## config.mk

```make
export PLATFORM = sky130hd
export DESIGN_NAME = exec_dispatch_flat
export DESIGN_NICKNAME = d
export VERILOG_FILES = /design/src/rtl/exec_dispatch_pkg.sv /design/src/rtl/exec_dispatch_if.sv /design/src/rtl/exec_decode.sv /design/src/rtl/exec_dispatch.sv /design/src/flat_wrapper.sv
export SDC_FILE = /design/constraint.sdc
export NUM_CORES = 1
export LEC_CHECK = 0
export ABC_AREA = 1
export BUFFER_PORTS_ARGS = -buffer_cell sky130_fd_sc_hd__buf_2
export CAP_MARGIN = 0
export CELL_PAD_IN_SITES_DETAIL_PLACEMENT = 2
export CELL_PAD_IN_SITES_GLOBAL_PLACEMENT = 2
export CORE_MARGIN = 4
export CORE_UTILIZATION = 25
export DETAILED_ROUTE_END_ITERATION = 8
export PLACE_DENSITY = 0.92
export SYNTH_ARGS = -nofsm -noshare
export SYNTH_HDL_FRONTEND = slang
export SYNTH_SLANG_ARGS = --single-unit
```

## constraint.sdc

```tcl
create_clock -name clk -period 5.9 [get_ports clk]
set_input_delay 0.885 -clock clk [delete_from_list [all_inputs] [get_ports clk]]
set_output_delay 0.885 -clock clk [all_outputs]
set_load 0.01 [all_outputs]
```

## src/rtl/exec_dispatch_pkg.sv

```systemverilog
// exec_dispatch_pkg: shared types, error codes and the
// default opcode ranges of the execution dispatcher.
package exec_dispatch_pkg;

  typedef enum logic [2:0] {
    IDLE,
    ISSUE,
    WAIT,
    RESP,
    HALT
  } state_e;

  localparam logic [1:0] ERR_OK  = 2'b00;
  localparam logic [1:0] ERR_ILL = 2'b01;
  localparam logic [1:0] ERR_TMO = 2'b10;

  localparam int DEF_NUM_ELEM = 5;

  localparam int DEF_ELEM_LO [DEF_NUM_ELEM] =
    '{4, 8, 54, 32, 28};
  localparam int DEF_ELEM_HI [DEF_NUM_ELEM] =
    '{8, 28, 64, 48, 54};

  function automatic int idx_w(input int n);
    return (n > 1) ? $clog2(n) : 1;
  endfunction

endpackage

```

## src/rtl/exec_dispatch_if.sv

```systemverilog
// exec_dispatch_if: instruction-in and result-out
// valid/ready channels of the dispatcher.
interface exec_dispatch_if
  import exec_dispatch_pkg::*;
#(
  parameter int NUM_ELEM = DEF_NUM_ELEM,
  parameter int XLEN     = 32,
  parameter int OP_W     = 6
);

  localparam int EW = idx_w(NUM_ELEM);

  logic            in_valid;
  logic            in_ready;
  logic [XLEN-1:0] in_pc;
  logic [OP_W-1:0] in_op;

  logic            out_valid;
  logic            out_ready;
  logic [XLEN-1:0] out_reg;
  logic [XLEN-1:0] out_pc;
  logic [EW-1:0]   out_elem;
  logic [1:0]      out_err;

  modport master (
    output in_valid,
    output in_pc,
    output in_op,
    output out_ready,
    input  in_ready,
    input  out_valid,
    input  out_reg,
    input  out_pc,
    input  out_elem,
    input  out_err
  );

  modport slave (
    input  in_valid,
    input  in_pc,
    input  in_op,
    input  out_ready,
    output in_ready,
    output out_valid,
    output out_reg,
    output out_pc,
    output out_elem,
    output out_err
  );

endinterface

```

## src/rtl/exec_decode.sv

```systemverilog
// exec_decode: opcode range match to an execution
// element; the lowest matching index wins.
module exec_decode
  import exec_dispatch_pkg::*;
#(
  parameter int NUM_ELEM = DEF_NUM_ELEM,
  parameter int OP_W     = 6,
  parameter int ELEM_LO [NUM_ELEM] = DEF_ELEM_LO,
  parameter int ELEM_HI [NUM_ELEM] = DEF_ELEM_HI
) (
  input  logic [OP_W-1:0]            op,
  output logic [idx_w(NUM_ELEM)-1:0] sel,
  output logic                       legal
);

  localparam int EW = idx_w(NUM_ELEM);

  // Scan high to low so the lowest hit is written last.
  always_comb begin
    sel   = '0;
    legal = 1'b0;
    for (int e = NUM_ELEM - 1; e >= 0; e--) begin
      if (int'(op) >= ELEM_LO[e] &&
          int'(op) <  ELEM_HI[e]) begin
        sel   = EW'(e);
        legal = 1'b1;
      end
    end
  end

endmodule

```

## src/rtl/exec_dispatch.sv

```systemverilog
// exec_dispatch: decodes an instruction, starts one
// execution element and returns its result or an error.
module exec_dispatch
  import exec_dispatch_pkg::*;
#(
  parameter int NUM_ELEM = DEF_NUM_ELEM,
  parameter int XLEN     = 32,
  parameter int OP_W     = 6,
  parameter int ELEM_LO [NUM_ELEM] = DEF_ELEM_LO,
  parameter int ELEM_HI [NUM_ELEM] = DEF_ELEM_HI,
  parameter int TIMEOUT  = 255
) (
  input  logic                     clk,
  input  logic                     rst,
  exec_dispatch_if.slave           bus,
  output logic [NUM_ELEM-1:0]      elem_start,
  input  logic [NUM_ELEM-1:0]      elem_done,
  input  logic [NUM_ELEM*XLEN-1:0] elem_result,
  input  logic [NUM_ELEM-1:0]      elem_pc_valid,
  input  logic [NUM_ELEM*XLEN-1:0] elem_pc,
  input  logic                     halt_req,
  output logic                     halted
);

  localparam int EW = idx_w(NUM_ELEM);
  localparam int CW = $clog2(TIMEOUT + 1);
  localparam logic [CW-1:0] CNT_LAST =
    CW'(TIMEOUT - 1);

  state_e          state;
  logic [XLEN-1:0] pc_q;
  logic [EW-1:0]   sel_q;
  logic [CW-1:0]   cnt;
  logic            halt_q;

  logic [EW-1:0]   dec_sel;
  logic            dec_legal;

  logic            done_sel;
  logic            pcv_sel;
  logic [XLEN-1:0] res_sel;
  logic [XLEN-1:0] epc_sel;
  logic [XLEN-1:0] pc_inc;
  logic [XLEN-1:0] in_pc_inc;

  exec_decode #(
    .NUM_ELEM (NUM_ELEM),
    .OP_W     (OP_W),
    .ELEM_LO  (ELEM_LO),
    .ELEM_HI  (ELEM_HI)
  ) u_decode (
    .op    (bus.in_op),
    .sel   (dec_sel),
    .legal (dec_legal)
  );

  assign done_sel  = elem_done[sel_q];
  assign pcv_sel   = elem_pc_valid[sel_q];
  assign res_sel   =
    elem_result[int'(sel_q)*XLEN +: XLEN];
  assign epc_sel   =
    elem_pc[int'(sel_q)*XLEN +: XLEN];
  assign pc_inc    = pc_q + XLEN'(4);
  assign in_pc_inc = bus.in_pc + XLEN'(4);

  assign bus.in_ready = (state == IDLE);

  always_ff @(posedge clk or posedge rst) begin
    if (rst) begin
      state         <= IDLE;
      pc_q          <= '0;
      sel_q         <= '0;
      cnt           <= '0;
      halt_q        <= 1'b0;
      elem_start    <= '0;
      halted        <= 1'b0;
      bus.out_valid <= 1'b0;
      bus.out_reg   <= '0;
      bus.out_pc    <= '0;
      bus.out_elem  <= '0;
      bus.out_err   <= ERR_OK;
    end else begin
      elem_start <= '0;
      unique case (state)
        IDLE: begin
          if (bus.in_valid) begin
            pc_q   <= bus.in_pc;
            halt_q <= 1'b0;
            if (dec_legal) begin
              sel_q      <= dec_sel;
              elem_start <= NUM_ELEM'(1) << dec_sel;
              state      <= ISSUE;
            end else begin
              sel_q         <= '0;
              bus.out_valid <= 1'b1;
              bus.out_reg   <= '0;
              bus.out_pc    <= in_pc_inc;
              bus.out_elem  <= '0;
              bus.out_err   <= ERR_ILL;
              state         <= RESP;
            end
          end
        end
        ISSUE: begin
          cnt   <= '0;
          state <= WAIT;
        end
        WAIT: begin
          if (done_sel) begin
            bus.out_valid <= 1'b1;
            bus.out_reg   <= res_sel;
            bus.out_pc    <= pcv_sel ? epc_sel : pc_inc;
            bus.out_elem  <= sel_q;
            bus.out_err   <= ERR_OK;
            halt_q        <= halt_req;
            state         <= RESP;
          end else if (cnt == CNT_LAST) begin
            cnt           <= cnt + 1'b1;
            bus.out_valid <= 1'b1;
            bus.out_reg   <= '0;
            bus.out_pc    <= pc_inc;
            bus.out_elem  <= sel_q;
            bus.out_err   <= ERR_TMO;
            state         <= RESP;
          end else begin
            cnt <= cnt + 1'b1;
          end
        end
        RESP: begin
          if (bus.out_ready) begin
            bus.out_valid <= 1'b0;
            if (halt_q) begin
              halted <= 1'b1;
              state  <= HALT;
            end else begin
              state <= IDLE;
            end
          end
        end
        HALT: begin
          halted <= 1'b1;
        end
        default: begin
          state <= IDLE;
        end
      endcase
    end
  end

endmodule

```

## src/flat_wrapper.sv

```systemverilog
// flat-port wrapper written by rule: the top's interface ports become plain ports
module exec_dispatch_flat import exec_dispatch_pkg::*;
#(
  parameter int NUM_ELEM = DEF_NUM_ELEM,
  parameter int XLEN     = 32,
  parameter int OP_W     = 6,
  parameter int ELEM_LO [NUM_ELEM] = DEF_ELEM_LO,
  parameter int ELEM_HI [NUM_ELEM] = DEF_ELEM_HI,
  parameter int TIMEOUT  = 255
)
  (clk, rst, elem_start, elem_done, elem_result, elem_pc_valid, elem_pc, halt_req, halted, bus_in_valid, bus_in_pc, bus_in_op, bus_out_ready, bus_in_ready, bus_out_valid, bus_out_reg, bus_out_pc, bus_out_elem, bus_out_err);
  exec_dispatch_if #(.NUM_ELEM(NUM_ELEM), .XLEN(XLEN), .OP_W(OP_W)) bus_i ();
  input  logic clk;
  input  logic rst;
  output logic [NUM_ELEM-1:0] elem_start;
  input  logic [NUM_ELEM-1:0] elem_done;
  input  logic [NUM_ELEM*XLEN-1:0] elem_result;
  input  logic [NUM_ELEM-1:0] elem_pc_valid;
  input  logic [NUM_ELEM*XLEN-1:0] elem_pc;
  input  logic halt_req;
  output logic halted;
  input wire logic [$bits(bus_i.in_valid)-1:0] bus_in_valid;
  input wire logic [$bits(bus_i.in_pc)-1:0] bus_in_pc;
  input wire logic [$bits(bus_i.in_op)-1:0] bus_in_op;
  input wire logic [$bits(bus_i.out_ready)-1:0] bus_out_ready;
  output wire logic [$bits(bus_i.in_ready)-1:0] bus_in_ready;
  output wire logic [$bits(bus_i.out_valid)-1:0] bus_out_valid;
  output wire logic [$bits(bus_i.out_reg)-1:0] bus_out_reg;
  output wire logic [$bits(bus_i.out_pc)-1:0] bus_out_pc;
  output wire logic [$bits(bus_i.out_elem)-1:0] bus_out_elem;
  output wire logic [$bits(bus_i.out_err)-1:0] bus_out_err;
  assign bus_i.in_valid = bus_in_valid;
  assign bus_i.in_pc = bus_in_pc;
  assign bus_i.in_op = bus_in_op;
  assign bus_i.out_ready = bus_out_ready;
  assign bus_in_ready = bus_i.in_ready;
  assign bus_out_valid = bus_i.out_valid;
  assign bus_out_reg = bus_i.out_reg;
  assign bus_out_pc = bus_i.out_pc;
  assign bus_out_elem = bus_i.out_elem;
  assign bus_out_err = bus_i.out_err;
  exec_dispatch #(.NUM_ELEM(NUM_ELEM), .XLEN(XLEN), .OP_W(OP_W), .ELEM_LO(ELEM_LO), .ELEM_HI(ELEM_HI), .TIMEOUT(TIMEOUT)) u_core (.clk(clk), .rst(rst), .bus(bus_i), .elem_start(elem_start), .elem_done(elem_done), .elem_result(elem_result), .elem_pc_valid(elem_pc_valid), .elem_pc(elem_pc), .halt_req(halt_req), .halted(halted));
endmodule
```

==> results of run 1 <==
-- cell usage in the layout (no fill, tap or decap), drive strengths merged --
cell type    n
clkbuf      17
o21ai      124
a22oi       32
nand4       19
nand3      162
nor4         1
clkinv       8
inv        138
xnor2        4
nor2       179
clkinvlp     3
buf        462
a31o         1
ha           4
o22ai       67
a21o         1
bufinv       1
and2         2
xor2        18
nand3b      21
or2          2
o21bai       2
dfrtp      123
o21a         1
nand2      593
a31oi        2
o31ai        3
diode       11
a21oi       10
nor3        10
nor3b        1
-- power by group --
group          leakage, nW  switching (W)  internal [W]
combinational         4.98        0.00266       0.00120
sequential            1.57       0.000396       0.00118
clock                0.266       0.000440      0.000577
total                 6.82        0.00350       0.00296
-- worst max-delay path, cell delays in order, from the launching register on --
cell and delay, ns:
dfrtp_4 1.01, clkinv_2 0.88, nand2_1 0.30, nand3_1 0.14, nand3_1 0.21, nand2_1 0.38
buf_4 0.34, nand2_1 0.09, buf_4 0.38, nand3_1 0.13, nand3_1 0.22, nand2_1 0.09
nand2_1 0.07, nand2_1 0.06
-- per-layer routing --
metal,up-vias,part of all wire,global-route usage
li1,6012,-,-
met1,6350,0.38,0.274
met2,416,0.52,0.476
met3,112,0.061,0.0552
met4,12,0.042,0.108
met5,-,0.0014,0
-- final cells by class --
class	count	area share
tap	518	0.0501
sequential	123	0.238
antenna	11	0.00213
inverter	136	0.0398
multi-input combinational	1259	0.446
clock inverter	14	0.00939
timing repair buffer	462	0.182
clock buffer	17	0.0329
-- path summary, 6_finish.rpt --
path                                              from                           endpoint  slack [ns]  depth (start not counted)
setup / recovery           u_core.sel_q[0]$_DFFE_PP0P_  u_core.bus.out_pc[25]$_DFFE_PP0P_        1.30                         13
hold / removal               u_core.halted$_DFFE_PP0P_          u_core.halted$_DFFE_PP0P_        0.46                          1
setup reg to reg           u_core.sel_q[0]$_DFFE_PP0P_  u_core.bus.out_pc[25]$_DFFE_PP0P_        1.30                         13
hold reg to reg              u_core.halted$_DFFE_PP0P_          u_core.halted$_DFFE_PP0P_        0.46                          1
max in group asynchronous                          rst        u_core.pc_q[18]$_DFFE_PP0P_        3.87                          3
min in group asynchronous                          rst          u_core.halt_q$_DFFE_PP0P_        0.63                          2
-- logic make-up (layout without fill, tap and decap cells) --
family | count (synthesis) | in the layout | share of synthesized area
buffers and inverters | 230 | 629 | 0.0983
other | 0 | 11 | 0
adders and majority gates | 4 | 4 | 0.00511
and+or+nand+nor | 990 | 990 | 0.419
AOI/OAI and AO/OA | 243 | 243 | 0.143
DFF | 123 | 123 | 0.314
xor gates and xnor gates | 22 | 22 | 0.0197
-- stage by stage --
step	utilization	power, W	area [sq um]	std cells
floorplan	-	0.00403	9800	1612
global placement	0.319	0.00526	12400	2498
detailed placement	0.319	0.00548	12400	2498
CTS	0.333	0.00655	12900	2529
global route	0.334	0.00705	12900	2539
finish	0.334	0.00645	12900	2540
==> run metrics, run 1 <==
Lkg Pwr 6.82 nW; vias in the first global route around 15000; clk_skew 0.0176 ns; Netlist cell types 36; pre-CTS setup slack approximately 1.3 ns; CTS root buf clkbuf_16; worst hold slack 0.464 ns; DR vias/cell 5.08; final hold viol count 0; fillcell total 4835; gr ovfl total 0; port bufs 448; RD Place Congestion around 0.88; RSZ-0062 raised after global routing no; slew margin rel. 0.178; total wire length 55600 microns; crit end category flop; Initial Util 0.253; Cell Pwr Density 499 nW/um^2; Die Area 42400 sq um; first-pass GRT wire length 83000 microns; HP Class flop to flop; GR Util All Layers 0.254; area share of the largest cell type after synthesis 0.314; Reg area 3080 sq um; Hold-fix buffers, CTS 0; Slew @ Worst Pin 1.23 ns; largest net degree at the start of global routing 86; routed via count 12900; register area share after synthesis 0.314; Worst Path Max Fanout 85; syn_area_per_cell 6.08 sq um; synthesized cell area 9800 sq um; setup slack after layout ~1.3 ns; antenna violations before repair 16; Achievable Freq 0.217 GHz; Final Cycle Share 0.779; number of synthesized flops with an enable pin 0; DRC violations left 0; final setup TNS 0 ns; Ports 450; Primary FF master, synth dfrtp_1; CTS sink count between 100 and 150; Synth area leaders dfrtp_1 31%, nand2_1 23%, nand3_1 8.2%; Area growth, synth to finish 32.0%; VDD IR-drop max roughly 0.00022 V; post_cts resized 0; Final ANT Viol Nets 0; Clock Tree Buf Depth 2; crit path kind flop to flop; Slew Limit Fails 0; die height 206 microns; Post-Synthesis Cells roughly 1600; routed len/inst roughly 22 microns; Worst Path Arrival roughly 4.9 ns; Synth top cells by count 591 x nand2_1, 175 x nor2_1, 161 x nand3_1, 130 x inv_1, 124 x o21ai_0; Tmin final 4.60 ns; CTS tree built; clock latency on the worst-skew pair 0.43 ns; area leader, netlist dfrtp_1; Synthesized Nets 1989; Ys Warns 0; floorplan row count 72; Die X around 200 microns; final net count 2376; fraction of registers with async set/reset 1.00; CORE AREA between 30000 and 40000 sq um; count leader, synth nand2_1; multi-input logic area 5760 sq um; DPL Wire Length roughly 43000 microns; setup repair bufs after CTS 0; synthesized flop and latch total roughly 120; CTS clk-pin slew, worst paths 0.06 ns; htree depth 4; share of cells above drive strength 1 0.256; Final Setup Violations 0; max-cap viol count 0; status completed; Critical Path Start Type flop; Initial DRC Count 604; CTS buffer count 17; router iterations before antenna repair 4; worst endpoint required time just over 6 ns
Note: power is estimated with default switching activity, not from simulation.
==> inputs of run 2 (changes only) <==
--- a/config.mk
+++ b/config.mk
@@ -11,9 +11,9 @@
 export CELL_PAD_IN_SITES_DETAIL_PLACEMENT = 2
 export CELL_PAD_IN_SITES_GLOBAL_PLACEMENT = 2
 export CORE_MARGIN = 4
-export CORE_UTILIZATION = 25
+export CORE_UTILIZATION = 21
 export DETAILED_ROUTE_END_ITERATION = 8
-export PLACE_DENSITY = 0.92
+export PLACE_DENSITY = 0.83
 export SYNTH_ARGS = -nofsm -noshare
 export SYNTH_HDL_FRONTEND = slang
 export SYNTH_SLANG_ARGS = --single-unit
==> constraint.sdc (replaced) <==
create_clock -name clk -period 4 [get_ports clk]
set_input_delay 0.6 -clock clk [delete_from_list [all_inputs] [get_ports clk]]
set_output_delay 0.6 -clock clk [all_outputs]
set_load 0.01 [all_outputs]
==> run metrics, run 2 (synthesis results as in run 1) <==
clock latency on the worst-skew pair about 0.45 ns; fillcell total 5713; port bufs 448; Hold-fix buffers, CTS 0; total wire length 55500 microns; slew margin rel. 0.430; Final ANT Viol Nets 0; CTS clk-pin slew, worst paths 0.06 ns; Achievable Freq around 0.35 GHz; commonest non-fill, non-tap cell in the layout nand2_1; most frequent cells in the layout 591 x nand2_1, 448 x buf_2, 175 x nor2_1; final setup TNS 0 ns; largest net degree at the start of global routing 120; routed via count 12700; clk_skew 0.0292 ns; M1 GR Usage 0.246; antenna violations before repair 13; Die Area 50200 sq um; router iterations before antenna repair 7; GR Util All Layers 0.213; Lkg Pwr between 6 and 7 nW; floorplan row count 78; RD Place Congestion around 0.95; multi-input logic area 5760 sq um; met3 Resource Use GR 0.0421; DPL Wire Length between 40000 and 50000 microns; Critical Path Start Type flop; Final Setup Violations 0; Cell Pwr Density 737 nW/um^2; Reg area 3080 sq um; Initial Util 0.214; setup repair bufs after CTS 0; DRC violations left 0; Slew Limit Fails 0; CORE AREA 45800 sq um; met2 Use GR 0.398; crit path kind flop to flop; gr ovfl total 0; Ports 450; Clock Tree Buf Depth 2; Slew @ Worst Pin 0.854 ns; worst endpoint required time 4.38 ns; Worst Path Arrival 3.28 ns; htree depth 4; routed len/inst roughly 21 microns; Area growth, synth to finish 34.3%; die height roughly 220 microns; Tmin final 2.90 ns; vias in the first global route 14000; CTS root buf clkbuf_16; Worst Path Max Fanout 33; post_cts resized 0; final hold viol count 0; first-pass GRT wire length roughly 83000 microns; Placed Area 12500 sq um; CTS sink count 123; Placed Cells around 2600; Die X 224 microns; final net count approximately 2400; DR vias/cell 4.84; Initial DRC Count 534; final non-filler cell area about 13000 sq um; share of cells above drive strength 1 0.258; CTS tree built; HP Class primary input to asynchronous set/reset pin; status completed; CTS buffer count 17; Layout Cells excl Fill between 2000 and 3000; worst hold slack 0.322 ns; Final Cycle Share 0.725; GR peak layer met2; VDD IR-drop max 0.000404 V; RSZ-0062 raised after global routing no; max-cap viol count 0; crit end category flop
==> run 2: cell count changes in the layout (fill, tap and decap cells not counted) <==
cell / change
clkinvlp_4: -2
clkinv_4: +3
diode_2: -2
clkinv_2: -3
inv_8: +1
buf_4: +3
buf_12: +2
bufinv_16: +2
==> run 2: final timing paths <==
kind                                                       to  depth (start not counted)  slack, ns                        startpoint
min                        u_core.bus.out_reg[22]$_DFFE_PP0P_                          2       0.32                               rst
max in group asynchronous   u_core.bus.out_pc[24]$_DFFE_PP0P_                          3       2.82                               rst
min reg2reg                  u_core.bus.out_pc[2]$_DFFE_PP0P_                          2       0.48  u_core.bus.out_pc[2]$_DFFE_PP0P_
min in group clk                    u_core.halt_q$_DFFE_PP0P_                          3       0.41                          halt_req
max                         u_core.bus.out_pc[12]$_DFFE_PP0P_                         12       1.10       u_core.sel_q[0]$_DFFE_PP0P_
max reg2reg                 u_core.bus.out_pc[12]$_DFFE_PP0P_                         12       1.10       u_core.sel_q[0]$_DFFE_PP0P_
==> run 2: layout make-up <==
type / count / share of cell area
diodes: 9 / 0.00171
clock buffers: 17 / 0.0323
clock inverters: 15 / 0.0144
inverters: 136 / 0.0391
multi-input cells: 1259 / 0.438
flip-flops and latches: 123 / 0.234
well taps: 600 / 0.0571
repair buffers: 467 / 0.183
==> run 2: per-stage QoR <==
stage	total power (W)	utilization	setup WS [ns]
6_report	0.00970	0.287	1.10
5_1_grt	0.0106	0.287	0.781
4_1_cts	0.00989	0.287	1.01
3_5_place_dp	0.00815	0.274	1.03
3_3_place_gp	0.00787	0.274	1.13
2_1_floorplan	0.00594	-	0.129
==> run 2: critical path, cell delays in order, from the launching register on <==
cell	delay, ns
dfrtp_4	0.63
nor3_4	0.27
buf_4	0.37
nand2_1	0.09
nand2_1	0.25
buf_4	0.32
nand2_1	0.08
buf_4	0.28
inv_1	0.16
nand2_1	0.08
nand3_1	0.12
nand3_1	0.10
nand2_1	0.08
==> run 2: power by group <==
| group | total, W | internal [W] | switching, W |
|---|---|---|---|
| Combinational | 0.00583 | 0.00180 | 0.00403 |
| Sequential | 0.00220 | 0.00174 | 0.000453 |
| Clock | 0.00168 | 0.000992 | 0.000684 |
==> run 2: per-layer routing <==
metal  part of all wire  routed length, microns  vias to the layer above
met2               0.52                   29000                      348
li1                   -                       -                     6024
met3              0.049                    2740                       57
met4              0.022                    1210                        6
met5            0.00076                      42                        -
met1               0.41                   22500                     6267
